`src/rtl/uart_pkg.sv`:
```
// Shared UART definitions: receiver state encoding, parity modes and default sizing.
package uart_pkg;

  typedef enum logic [2:0] {
    IDLE   = 3'd0,
    START  = 3'd1,
    DATA   = 3'd2,
    PARITY = 3'd3,
    STOP   = 3'd4
  } rx_state_t;

  localparam logic [1:0] PAR_NONE = 2'd0;
  localparam logic [1:0] PAR_EVEN = 2'd1;
  localparam logic [1:0] PAR_ODD  = 2'd2;

  localparam int unsigned DEF_OVERSAMPLE = 16;
  localparam int unsigned DEF_DATA_BITS  = 8;

  // Mode 3 is an alias for "no parity".
  function automatic logic parity_enabled(input logic [1:0] mode);
    return (mode == PAR_EVEN) || (mode == PAR_ODD);
  endfunction

endpackage

```
`src/rtl/uart_rx_os_if.sv`:
```
// Receive-word handshake and error strobes between uart_rx_os and its consumer.
interface uart_rx_os_if #(
  parameter int unsigned DATA_BITS = uart_pkg::DEF_DATA_BITS
);
  logic [DATA_BITS-1:0] data;
  logic                 data_valid;
  logic                 data_ready;
  logic                 parity_err;
  logic                 frame_err;
  logic                 overrun;

  modport master (
    output data, data_valid, parity_err, frame_err, overrun,
    input  data_ready
  );

  modport slave (
    input  data, data_valid, parity_err, frame_err, overrun,
    output data_ready
  );
endinterface

```
`src/rtl/uart_rx_sampler.sv`:
```
// rx synchroniser, per-bit oversample counter and 3-sample majority vote.
module uart_rx_sampler #(
  parameter int unsigned OVERSAMPLE = uart_pkg::DEF_OVERSAMPLE
) (
  input  logic clk,
  input  logic rst,
  input  logic tick,
  input  logic clr,      // hold the bit counter at 0 (receiver idle)
  input  logic rx,
  output logic rx_s,
  output logic bit_val,  // majority of the three centre samples
  output logic decide,   // tick on which bit_val is valid
  output logic wrap      // last tick of the current bit
);

  localparam int unsigned CW  = $clog2(OVERSAMPLE);
  localparam int unsigned MID = OVERSAMPLE / 2;

  logic [1:0]    sync_q, sync_d;
  logic [CW-1:0] cnt_q, cnt_d;
  logic          s_a_q, s_a_d;
  logic          s_b_q, s_b_d;

  assign rx_s    = sync_q[1];
  assign decide  = tick && (cnt_q == CW'(MID + 1));
  assign wrap    = tick && (cnt_q == CW'(OVERSAMPLE - 1));
  // Third sample is taken live at the decision tick.
  assign bit_val = (s_a_q & s_b_q) | (s_a_q & rx_s) | (s_b_q & rx_s);

  // Next-state for synchroniser, bit counter and the two stored samples.
  always_comb begin
    sync_d = {sync_q[0], rx};
    cnt_d  = cnt_q;
    s_a_d  = s_a_q;
    s_b_d  = s_b_q;
    if (clr) begin
      cnt_d = '0;
    end else if (tick) begin
      cnt_d = (cnt_q == CW'(OVERSAMPLE - 1)) ? '0 : cnt_q + CW'(1);
      if (cnt_q == CW'(MID - 1)) s_a_d = rx_s;
      if (cnt_q == CW'(MID))     s_b_d = rx_s;
    end
  end

  // Register update with synchronous reset; the line idles high.
  always_ff @(posedge clk) begin
    if (rst) begin
      sync_q <= 2'b11;
      cnt_q  <= '0;
      s_a_q  <= 1'b1;
      s_b_q  <= 1'b1;
    end else begin
      sync_q <= sync_d;
      cnt_q  <= cnt_d;
      s_a_q  <= s_a_d;
      s_b_q  <= s_b_d;
    end
  end

endmodule

```
`src/rtl/uart_rx_os.sv`:
```
// Oversampling UART receiver: frame FSM plus valid/ready output stage.
module uart_rx_os
  import uart_pkg::*;
#(
  parameter int unsigned OVERSAMPLE = DEF_OVERSAMPLE,
  parameter int unsigned DATA_BITS  = DEF_DATA_BITS,
  parameter int unsigned STOP_BITS  = 1
) (
  input  logic         clk,
  input  logic         rst,
  input  logic         tick,
  input  logic         enable,
  input  logic [1:0]   parity_mode,
  input  logic         rx,
  output logic         busy,
  uart_rx_os_if.master bus
);

  localparam logic [3:0] LAST_DATA = 4'(DATA_BITS - 1);
  localparam logic [3:0] LAST_STOP = 4'(STOP_BITS - 1);

  rx_state_t            state_q, state_d;
  logic [3:0]           idx_q, idx_d;
  logic [DATA_BITS-1:0] sh_q, sh_d;
  logic [1:0]           mode_q, mode_d;
  logic                 pe_q, pe_d;
  logic                 fe_q, fe_d;
  logic                 done_q, done_d;
  logic [DATA_BITS-1:0] data_q, data_d;
  logic                 valid_q, valid_d;
  logic                 pe_pulse_q, pe_pulse_d;
  logic                 fe_pulse_q, fe_pulse_d;
  logic                 ov_pulse_q, ov_pulse_d;

  logic rx_s, bit_val, decide, wrap;

  uart_rx_sampler #(
    .OVERSAMPLE(OVERSAMPLE)
  ) u_sampler (
    .clk    (clk),
    .rst    (rst),
    .tick   (tick),
    .clr    (state_d == IDLE),
    .rx     (rx),
    .rx_s   (rx_s),
    .bit_val(bit_val),
    .decide (decide),
    .wrap   (wrap)
  );

  assign busy           = (state_q != IDLE);
  assign bus.data       = data_q;
  assign bus.data_valid = valid_q;
  assign bus.parity_err = pe_pulse_q;
  assign bus.frame_err  = fe_pulse_q;
  assign bus.overrun    = ov_pulse_q;

  // Frame FSM: walks start/data/parity/stop on sampler strobes.
  always_comb begin
    state_d = state_q;
    idx_d   = idx_q;
    sh_d    = sh_q;
    mode_d  = mode_q;
    pe_d    = pe_q;
    fe_d    = fe_q;
    done_d  = 1'b0;
    if (!enable) begin
      state_d = IDLE;
    end else begin
      case (state_q)
        IDLE: begin
          // The detect tick is counted as tick 0 of the start bit.
          if (tick && !rx_s) begin
            state_d = START;
            mode_d  = parity_mode;
            pe_d    = 1'b0;
            fe_d    = 1'b0;
            idx_d   = '0;
          end
        end
        START: begin
          if (decide && bit_val) begin
            state_d = IDLE;
          end else if (wrap) begin
            state_d = DATA;
            idx_d   = '0;
          end
        end
        DATA: begin
          if (decide) sh_d = {bit_val, sh_q[DATA_BITS-1:1]};
          if (wrap) begin
            if (idx_q == LAST_DATA) begin
              state_d = parity_enabled(mode_q) ? PARITY : STOP;
              idx_d   = '0;
            end else begin
              idx_d = idx_q + 4'd1;
            end
          end
        end
        PARITY: begin
          if (decide) begin
            if (mode_q == PAR_ODD) pe_d = ((^sh_q) == bit_val);
            else                   pe_d = ((^sh_q) != bit_val);
          end
          if (wrap) begin
            state_d = STOP;
            idx_d   = '0;
          end
        end
        STOP: begin
          if (decide) begin
            if (!bit_val) fe_d = 1'b1;
            // Leave at the final decision so a following start edge is caught early.
            if (idx_q == LAST_STOP) begin
              state_d = IDLE;
              done_d  = 1'b1;
            end
          end else if (wrap) begin
            idx_d = idx_q + 4'd1;
          end
        end
        default: state_d = IDLE;
      endcase
    end
  end

  // Output stage: per-clk handshake and frame completion one clk after the final decision.
  always_comb begin
    data_d     = data_q;
    valid_d    = valid_q;
    pe_pulse_d = 1'b0;
    fe_pulse_d = 1'b0;
    ov_pulse_d = 1'b0;
    if (valid_q && bus.data_ready) valid_d = 1'b0;
    if (done_q) begin
      if (fe_q) begin
        fe_pulse_d = 1'b1;
      end else if (valid_q && !bus.data_ready) begin
        ov_pulse_d = 1'b1;
      end else begin
        data_d     = sh_q;
        valid_d    = 1'b1;
        pe_pulse_d = pe_q;
      end
    end
  end

  // State and output registers with synchronous reset.
  always_ff @(posedge clk) begin
    if (rst) begin
      state_q    <= IDLE;
      idx_q      <= '0;
      sh_q       <= '0;
      mode_q     <= PAR_NONE;
      pe_q       <= 1'b0;
      fe_q       <= 1'b0;
      done_q     <= 1'b0;
      data_q     <= '0;
      valid_q    <= 1'b0;
      pe_pulse_q <= 1'b0;
      fe_pulse_q <= 1'b0;
      ov_pulse_q <= 1'b0;
    end else begin
      state_q    <= state_d;
      idx_q      <= idx_d;
      sh_q       <= sh_d;
      mode_q     <= mode_d;
      pe_q       <= pe_d;
      fe_q       <= fe_d;
      done_q     <= done_d;
      data_q     <= data_d;
      valid_q    <= valid_d;
      pe_pulse_q <= pe_pulse_d;
      fe_pulse_q <= fe_pulse_d;
      ov_pulse_q <= ov_pulse_d;
    end
  end

endmodule

```
`src/flat_wrapper.sv`:
```
// flat-port wrapper written by rule: the top's interface ports become plain ports
module uart_rx_os_flat import uart_pkg::*;
#(
  parameter int unsigned OVERSAMPLE = DEF_OVERSAMPLE,
  parameter int unsigned DATA_BITS  = DEF_DATA_BITS,
  parameter int unsigned STOP_BITS  = 1
)
  (clk, rst, tick, enable, parity_mode, rx, busy, bus_data, bus_data_valid, bus_parity_err, bus_frame_err, bus_overrun, bus_data_ready);
  uart_rx_os_if #(.DATA_BITS(DATA_BITS)) bus_i ();
  input  logic clk;
  input  logic rst;
  input  logic tick;
  input  logic enable;
  input  logic [1:0] parity_mode;
  input  logic rx;
  output logic busy;
  output wire logic [$bits(bus_i.data)-1:0] bus_data;
  output wire logic [$bits(bus_i.data_valid)-1:0] bus_data_valid;
  output wire logic [$bits(bus_i.parity_err)-1:0] bus_parity_err;
  output wire logic [$bits(bus_i.frame_err)-1:0] bus_frame_err;
  output wire logic [$bits(bus_i.overrun)-1:0] bus_overrun;
  input wire logic [$bits(bus_i.data_ready)-1:0] bus_data_ready;
  assign bus_data = bus_i.data;
  assign bus_data_valid = bus_i.data_valid;
  assign bus_parity_err = bus_i.parity_err;
  assign bus_frame_err = bus_i.frame_err;
  assign bus_overrun = bus_i.overrun;
  assign bus_i.data_ready = bus_data_ready;
  uart_rx_os #(.OVERSAMPLE(OVERSAMPLE), .DATA_BITS(DATA_BITS), .STOP_BITS(STOP_BITS)) u_core (.clk(clk), .rst(rst), .tick(tick), .enable(enable), .parity_mode(parity_mode), .rx(rx), .busy(busy), .bus(bus_i));
endmodule
```
`config.mk`:
```
export PLATFORM = sky130hd
export DESIGN_NAME = uart_rx_os_flat
export DESIGN_NICKNAME = d
export VERILOG_FILES = /design/src/rtl/uart_pkg.sv /design/src/rtl/uart_rx_os_if.sv /design/src/rtl/uart_rx_sampler.sv /design/src/rtl/uart_rx_os.sv /design/src/flat_wrapper.sv
export SDC_FILE = /design/constraint.sdc
export NUM_CORES = 1
export LEC_CHECK = 0
export CORE_ASPECT_RATIO = 0.7
export CORE_MARGIN = 2
export CORE_UTILIZATION = 55
export CTS_CLUSTER_DIAMETER = 50
export DETAILED_ROUTE_END_ITERATION = 10
export PLACE_DENSITY = 0.77
export SETUP_SLACK_MARGIN = 0.2
export SLEW_MARGIN = 30
export SYNTH_ARGS = -nofsm -noshare
export SYNTH_HDL_FRONTEND = slang
export SYNTH_SLANG_ARGS = --single-unit
```
`constraint.sdc`:
```
create_clock -name clk -period 2.42 [get_ports clk]
set_input_delay 0.242 -clock clk [delete_from_list [all_inputs] [get_ports clk]]
set_output_delay 0.242 -clock clk [all_outputs]
set_load 0.02 [all_outputs]
```
==> results by group <==
Status
  – Status: complete, no violations

Critical path
  – CP Cell Sequence: inv_1 > ha_1 > and4b_1 > a311oi_1 > a311o_1 > nor3_2 > nor3b_1 > mux2i_1
  – CP Class: reg2reg
  – CP Launch Type: flop
  – FF-to-FF setup slack: ~0.32 ns
  – CP Capture Type: flop
  – CP max FO: 5
  – CP Data Required Time: about 2.6 ns
  – Arr. time, crit path: about 2.3 ns
  – Critical Path Max Stage Delay: around 0.40 ns
  – CP max stage cell: dfxtp_1

Routing
  – Max Used Layer: met4
  – Vias post-DR: between 1,000 and 1,500
  – Residual DRC: 0
  – Wire per inst: 13.62 um
  – Vias per cell: between 5 and 6
  – Detailed Routing Iterations Pass 1: 5
  – WL met2: 1621 um
  – Drt total wl: 3772 um
  – WL met1: 1868 um
  – Met3 Routed Length: approximately 270 um
  – Antenna-violating nets left: 0
  – Initial DRC count: 113

Timing
  – Slew headroom: 0.6948
  – Period utilisation layout: 0.8695
  – Final Max Tran Viols: 0
  – Crit path time final: 2.104 ns
  – RSZ-0062 raised after global routing: no
  – Setup Total Neg Slack: 0 ns
  – Worst Max-Slew Pin Slew: 0.4563 ns
  – Max Fclk: 475.2 MHz
  – Clock skew: ~0.0066 ns
  – Hold Vio Cnt, Final: 0
  – Setup violators final: 0

Layout
  – ANT cells: 0
  – FILL cells: between 200 and 250
  – Area Overhead vs Synth: 18.49%
  – Fin area: 2237 um^2
  – Post-Layout Cell Count: 277
  – Layout cells sized above 1: 0.09130
  – Layout Nets: around 240

Floorplan
  – Die Area: roughly 4000 um^2
  – Die Span Y: ~53 um
  – Row Count: 17
  – Core area: approximately 3200 um^2
  – I/O pins: 21
  – Starting density of the core: 0.5878
  – Die Wd: between 70 and 80 um

Pwr
  – Sequential power share: 0.574
  – Clock network fraction of total power: 0.386
  – P_leak: 0.7684 nW
  – Power per cell area: approximately 520 nW/um^2
  – VDD IR max: about 0.27 mV
  – Psw: approximately 240 uW
  – Switching share of power: 0.2121
  – Internal cell power: 909.8 uW
  – Final Power: between 1 and 1.5 mW
  – Combinational share of power: 0.040

Global routing
  – First-pass GRT wire length: 6279 um
  – Pin count of the biggest net entering global routing: 34
  – Initial antenna violation count: 0
  – GRT Overall Usage: 0.2167
  – Vias in the first global route: between 1,000 and 1,500
  – Gr ovfl total: 0

Synth
  – Post-synth EDFFs: 0
  – Sequential share of the synthesized area: 0.4241
  – Cell Area, Synth: about 1900 um^2
  – Post-Syn Area per Cell: 9.077 um^2
  – Most common cell in the synthesized netlist: dfxtp_1
  – Top_reg_cell synth: dfxtp_1
  – Post-synth ARST share: 0
  – Top post-synthesis cells by area: dfxtp_1, mux2i_1, nor2_1, ha_1, xnor2_1
  – Synth cell count leaders: dfxtp_1, nor2_1, mux2i_1, a21oi_1
  – Syn. warnings: 0
  – Synth top area share: 0.4241
  – FF+latch count, synth: 40
  – Mapped Nets: roughly 220
  – Largest area contributor in the netlist: dfxtp_1
  – Post-Syn Instances: 208
  – Number of library cell types mapped by synthesis: 37

Clock tree
  – TritonCTS clock tree: yes
  – Root Driver: clkbuf_8
  – Htree depth: 2
  – Clk_lat worst skew: 0.29 ns
  – Clk slew on worst S/H paths: about 0.080 ns
  – CTS Buffer Depth: 2
  – Sinks on Clock Net: 40
  – # hold bufs at CTS: 0
  – Num CTS Buffers: 5

Placement
  – Post-DP Area: 2136 um^2
  – Post-Place Cells: ~270
  – GP Congestion: 0.9844
  – PortBufs: 20
  – Final HPWL DP: ~2800 um

Flow run
  – Max-cap violations: 0

Worst hold path
  – Hold/Removal Path Class: reg2reg
-- state kept, by name, summed over array words and instances, names as in the netlist, 2 cells and up --
signal,flops
u_core.bus.data,8
u_core.idx_q,4
u_core.mode_q,2
u_core.sh_q,8
u_core.state_q,3
u_core.u_sampler.cnt_q,4
u_core.u_sampler.sync_q,2
-- worst max-delay path: cells and delay by family (launching register included) --
family / cells / cell delay [ns]
and+or+nand+nor: 3 / 0.59
DFF: 1 / 0.40
AOI/OAI and AO/OA: 2 / 0.54
muxes: 1 / 0.21
buffers and inverters: 1 / 0.09
adders and majority gates: 1 / 0.20
-- what timing repair did --
action,in CTS,in global routing
gates resized for setup,0,3
endpoints found under the setup margin,0,7
setup buffers,0,0
-- cell type report --
| cell class | instances | area [um^2] | area share |
|---|---|---|---|
| multi-input combinational | 150 | 1023 | 0.4575 |
| sequential | 40 | 802.0 | 0.3585 |
| timing repair buffer | 24 | 230.2 | 0.1029 |
| clock buffer | 6 | 82.58 | 0.03691 |
| tap | 47 | 58.81 | 0.02629 |
| inverter | 8 | 30.03 | 0.01342 |
| clock inverter | 2 | 10.01 | 0.004474 |
-- per-layer routing --
layer,GRT usage,vias to the layer above
li1,-,753
met1,0.2891,643
met2,0.3318,55
met3,0.06476,4
met4,0.07879,0
met5,0,-
-- through the flow --
stage | hold slack, ns | util | worst slack (ns)
after global placement | 0.4039 | 0.6650 | 0.2999
final | 0.4350 | 0.6965 | 0.3158
after global routing | 0.4521 | 0.6965 | 0.2227
after detailed placement | 0.4278 | 0.6650 | 0.1781
after floorplan | 0.3458 | - | 0.5233
after CTS | 0.4488 | 0.6938 | 0.2134
-- cells in the final DEF, fill, tap and decap left out, types with 2 or more instances in the layout --
master,count
a21oi_1,13
inv_1,8
clkdlybuf4s50_1,20
nand4b_1,2
ha_1,5
clkinv_2,2
nand2b_1,8
nand3_1,5
a311oi_1,2
nor2_1,32
nor3_1,7
nand2_1,8
and3b_1,6
dfxtp_1,39
mux2i_1,19
buf_4,4
xor2_1,2
nor2b_1,4
xnor2_1,8
or2_2,2
clkbuf_8,6
a41oi_1,2
o21ai_0,7
-- power groups by stage --
stage	registers (mW)	clock network (mW)	logic [mW]
after global routing	0.663	0.480	0.0512
after detailed placement	0.678	0	0.0459
final	0.663	0.445	0.0466
after floorplan	0.677	0	0.0277
after CTS	0.663	0.457	0.0461
after global placement	0.678	0	0.0447
-- cells by family (layout without fill, tap and decap cells) --
kind of cell             Yosys count  after routing  synth area share
multiplexers                      19             19            0.1007
buffers and inverters             18             40           0.03777
AO/OA/AOI/OAI                     28             28           0.09345
XOR/XNOR                          10             10           0.04639
AND/OR/NAND/NOR                   86             86            0.2518
flip-flops                        40             40            0.4241
adder cells (fa/ha/maj)            7              7           0.04572
-- path summary, 6_finish.rpt --
| check | start | to | cells past startpoint |
|---|---|---|---|
| setup reg to reg | u_core.u_sampler.cnt_q[1]$_SDFFE_PP0P_ | u_core.u_sampler.s_a_q$_SDFFE_PP1P_ | 8 |
| setup / recovery | u_core.u_sampler.cnt_q[1]$_SDFFE_PP0P_ | u_core.u_sampler.s_a_q$_SDFFE_PP1P_ | 8 |
| hold / removal | u_core.u_sampler.sync_q[0]$_SDFF_PP1_ | u_core.u_sampler.sync_q[1]$_SDFF_PP1_ | 1 |
| hold reg to reg | u_core.u_sampler.sync_q[0]$_SDFF_PP1_ | u_core.u_sampler.sync_q[1]$_SDFF_PP1_ | 1 |
Power figures use the tool's default switching activity.
==> RTL edit (config.mk and constraints unchanged) <==
Encoding of `rx_state_t`: now Gray code (3 bits for 5 states).
--- a/src/rtl/uart_pkg.sv
+++ b/src/rtl/uart_pkg.sv
@@ -4,7 +4,7 @@
   typedef enum logic [2:0] {
-    IDLE   = 3'd0,
-    START  = 3'd1,
-    DATA   = 3'd2,
-    PARITY = 3'd3,
-    STOP   = 3'd4
+    IDLE   = 3'b000,
+    START  = 3'b001,
+    DATA   = 3'b011,
+    PARITY = 3'b010,
+    STOP   = 3'b110
   } rx_state_t;
Function: no difference found for any inputs over 10 cycles, from zero or initial values and one cycle with rst high; not proved beyond that.
==> RTL edit against the original RTL <==
  * Wire length up 2.4%
  * Combinational power shrank 4.5%
  * Die area increased by 0.74%
  * Sequential cell count unchanged
  * Final cell count down 0.72%
  * Area after synthesis rose by 0.80%
  * Cell area increased by 0.84%
  * Critical path type unchanged
  * Total power increased by 7.4%
  * Largest cell class unchanged
  * Setup slack gained 0.0011 ns
==> RTL edit: results (changes against the original RTL) <==
final-nonclk-buf-share_pct: 9.872  # -0.42 points
status: "finished clean"
inverters: 9  # +1
drive_gt1_share_pct: 7.895  # -1.2 points
leakage_nw: 0.7916  # +3.0%
power_density_nw_per_um2: 549.6  # +6.5%
nNetsFinal: 241  # -0.82%
synth-compound-area-share_pct: 9.402  # +0.058 points
clock_skew_ns: 0.007780  # +0.001152 ns
dp_hpwl_um: 2719  # -3.5%
clkCellAreaFrac_pct: 4.936  # +0.80 points
synthDistinctLibCells: 41  # +11%
synth-adder-area-share_pct: 4.471  # -0.10 points
synth_area_leaders: "dfxtp_1, mux2i_1, nor2_1, ha_1, xnor2_1"
postSynthAreaPerCell_um2: 9.149  # +0.80%
dp.cells: 267  # -0.74%
wl_met1_um: 1903  # +1.9%
grt_pass1_wl_um: 6258  # -0.33%
worst_slew_pin_slew_ns: 0.6143  # +0.1579 ns
use_met1_pct: 29.31  # +0.40 points
slowest_stage: "or4_1"
fin_cells: 275  # -0.72%
grt_pass1_vias: 1352  # -2.9%
top_layer_used: "met4"
vias: 1488  # +2.3%
path_max_fanout: 8  # +3
synthXorXnorAreaFrac_pct: 4.602  # -0.037 points
met3_length_um: 221  # -17%
first_iter_violations: 104  # -8.0%
grt_usage_pct: 21.40  # -0.27 points
first_pass_iters: 4  # -1
fillCellCount: 267  # +12%
core_um2: 3233  # +0.66%
reg2reg_depth: 6  # -2
n_clock_buffer: 5  # -1
placed_area_um2: 2138  # +0.12%
max_stage_delay_ns: 0.52  # +0.12 ns
sh_seq_area_pct: 35.50  # -0.35 points
dp_slack_ns: 0.1295  # -0.04866 ns
grt_util_met2_pct: 32.89  # -0.30 points
gp_congestion: 0.9163  # -6.9%
signal_buffers: 23  # -4.2%
multi_input_gates: 148  # -1.3%
routed_wl_um: 3862  # +2.4%
synthMuxAreaShare_pct: 11.05  # +0.97 points
wl_met2_um: 1722  # +6.2%
RTL edit: final timing paths:
path / from / end / slack [ns]
setup / recovery: u_core.u_sampler.cnt_q[0]$_SDFFE_PP0P_ / u_core.idx_q[3]$_SDFFE_PP0P_ / 0.32
hold / removal: u_core.u_sampler.sync_q[0]$_SDFF_PP1_ / u_core.u_sampler.sync_q[1]$_SDFF_PP1_ / 0.42
setup reg to reg: u_core.u_sampler.cnt_q[0]$_SDFFE_PP0P_ / u_core.idx_q[3]$_SDFFE_PP0P_ / 0.32
hold reg to reg: u_core.u_sampler.sync_q[0]$_SDFF_PP1_ / u_core.u_sampler.sync_q[1]$_SDFF_PP1_ / 0.42
RTL edit: where the power goes:
group	internal, mW	switching, mW	total (mW)
sequential	0.660	0.00226	0.662
clock	0.305	0.228	0.533
combinational	0.0205	0.0240	0.0445
total	0.985	0.255	1.24
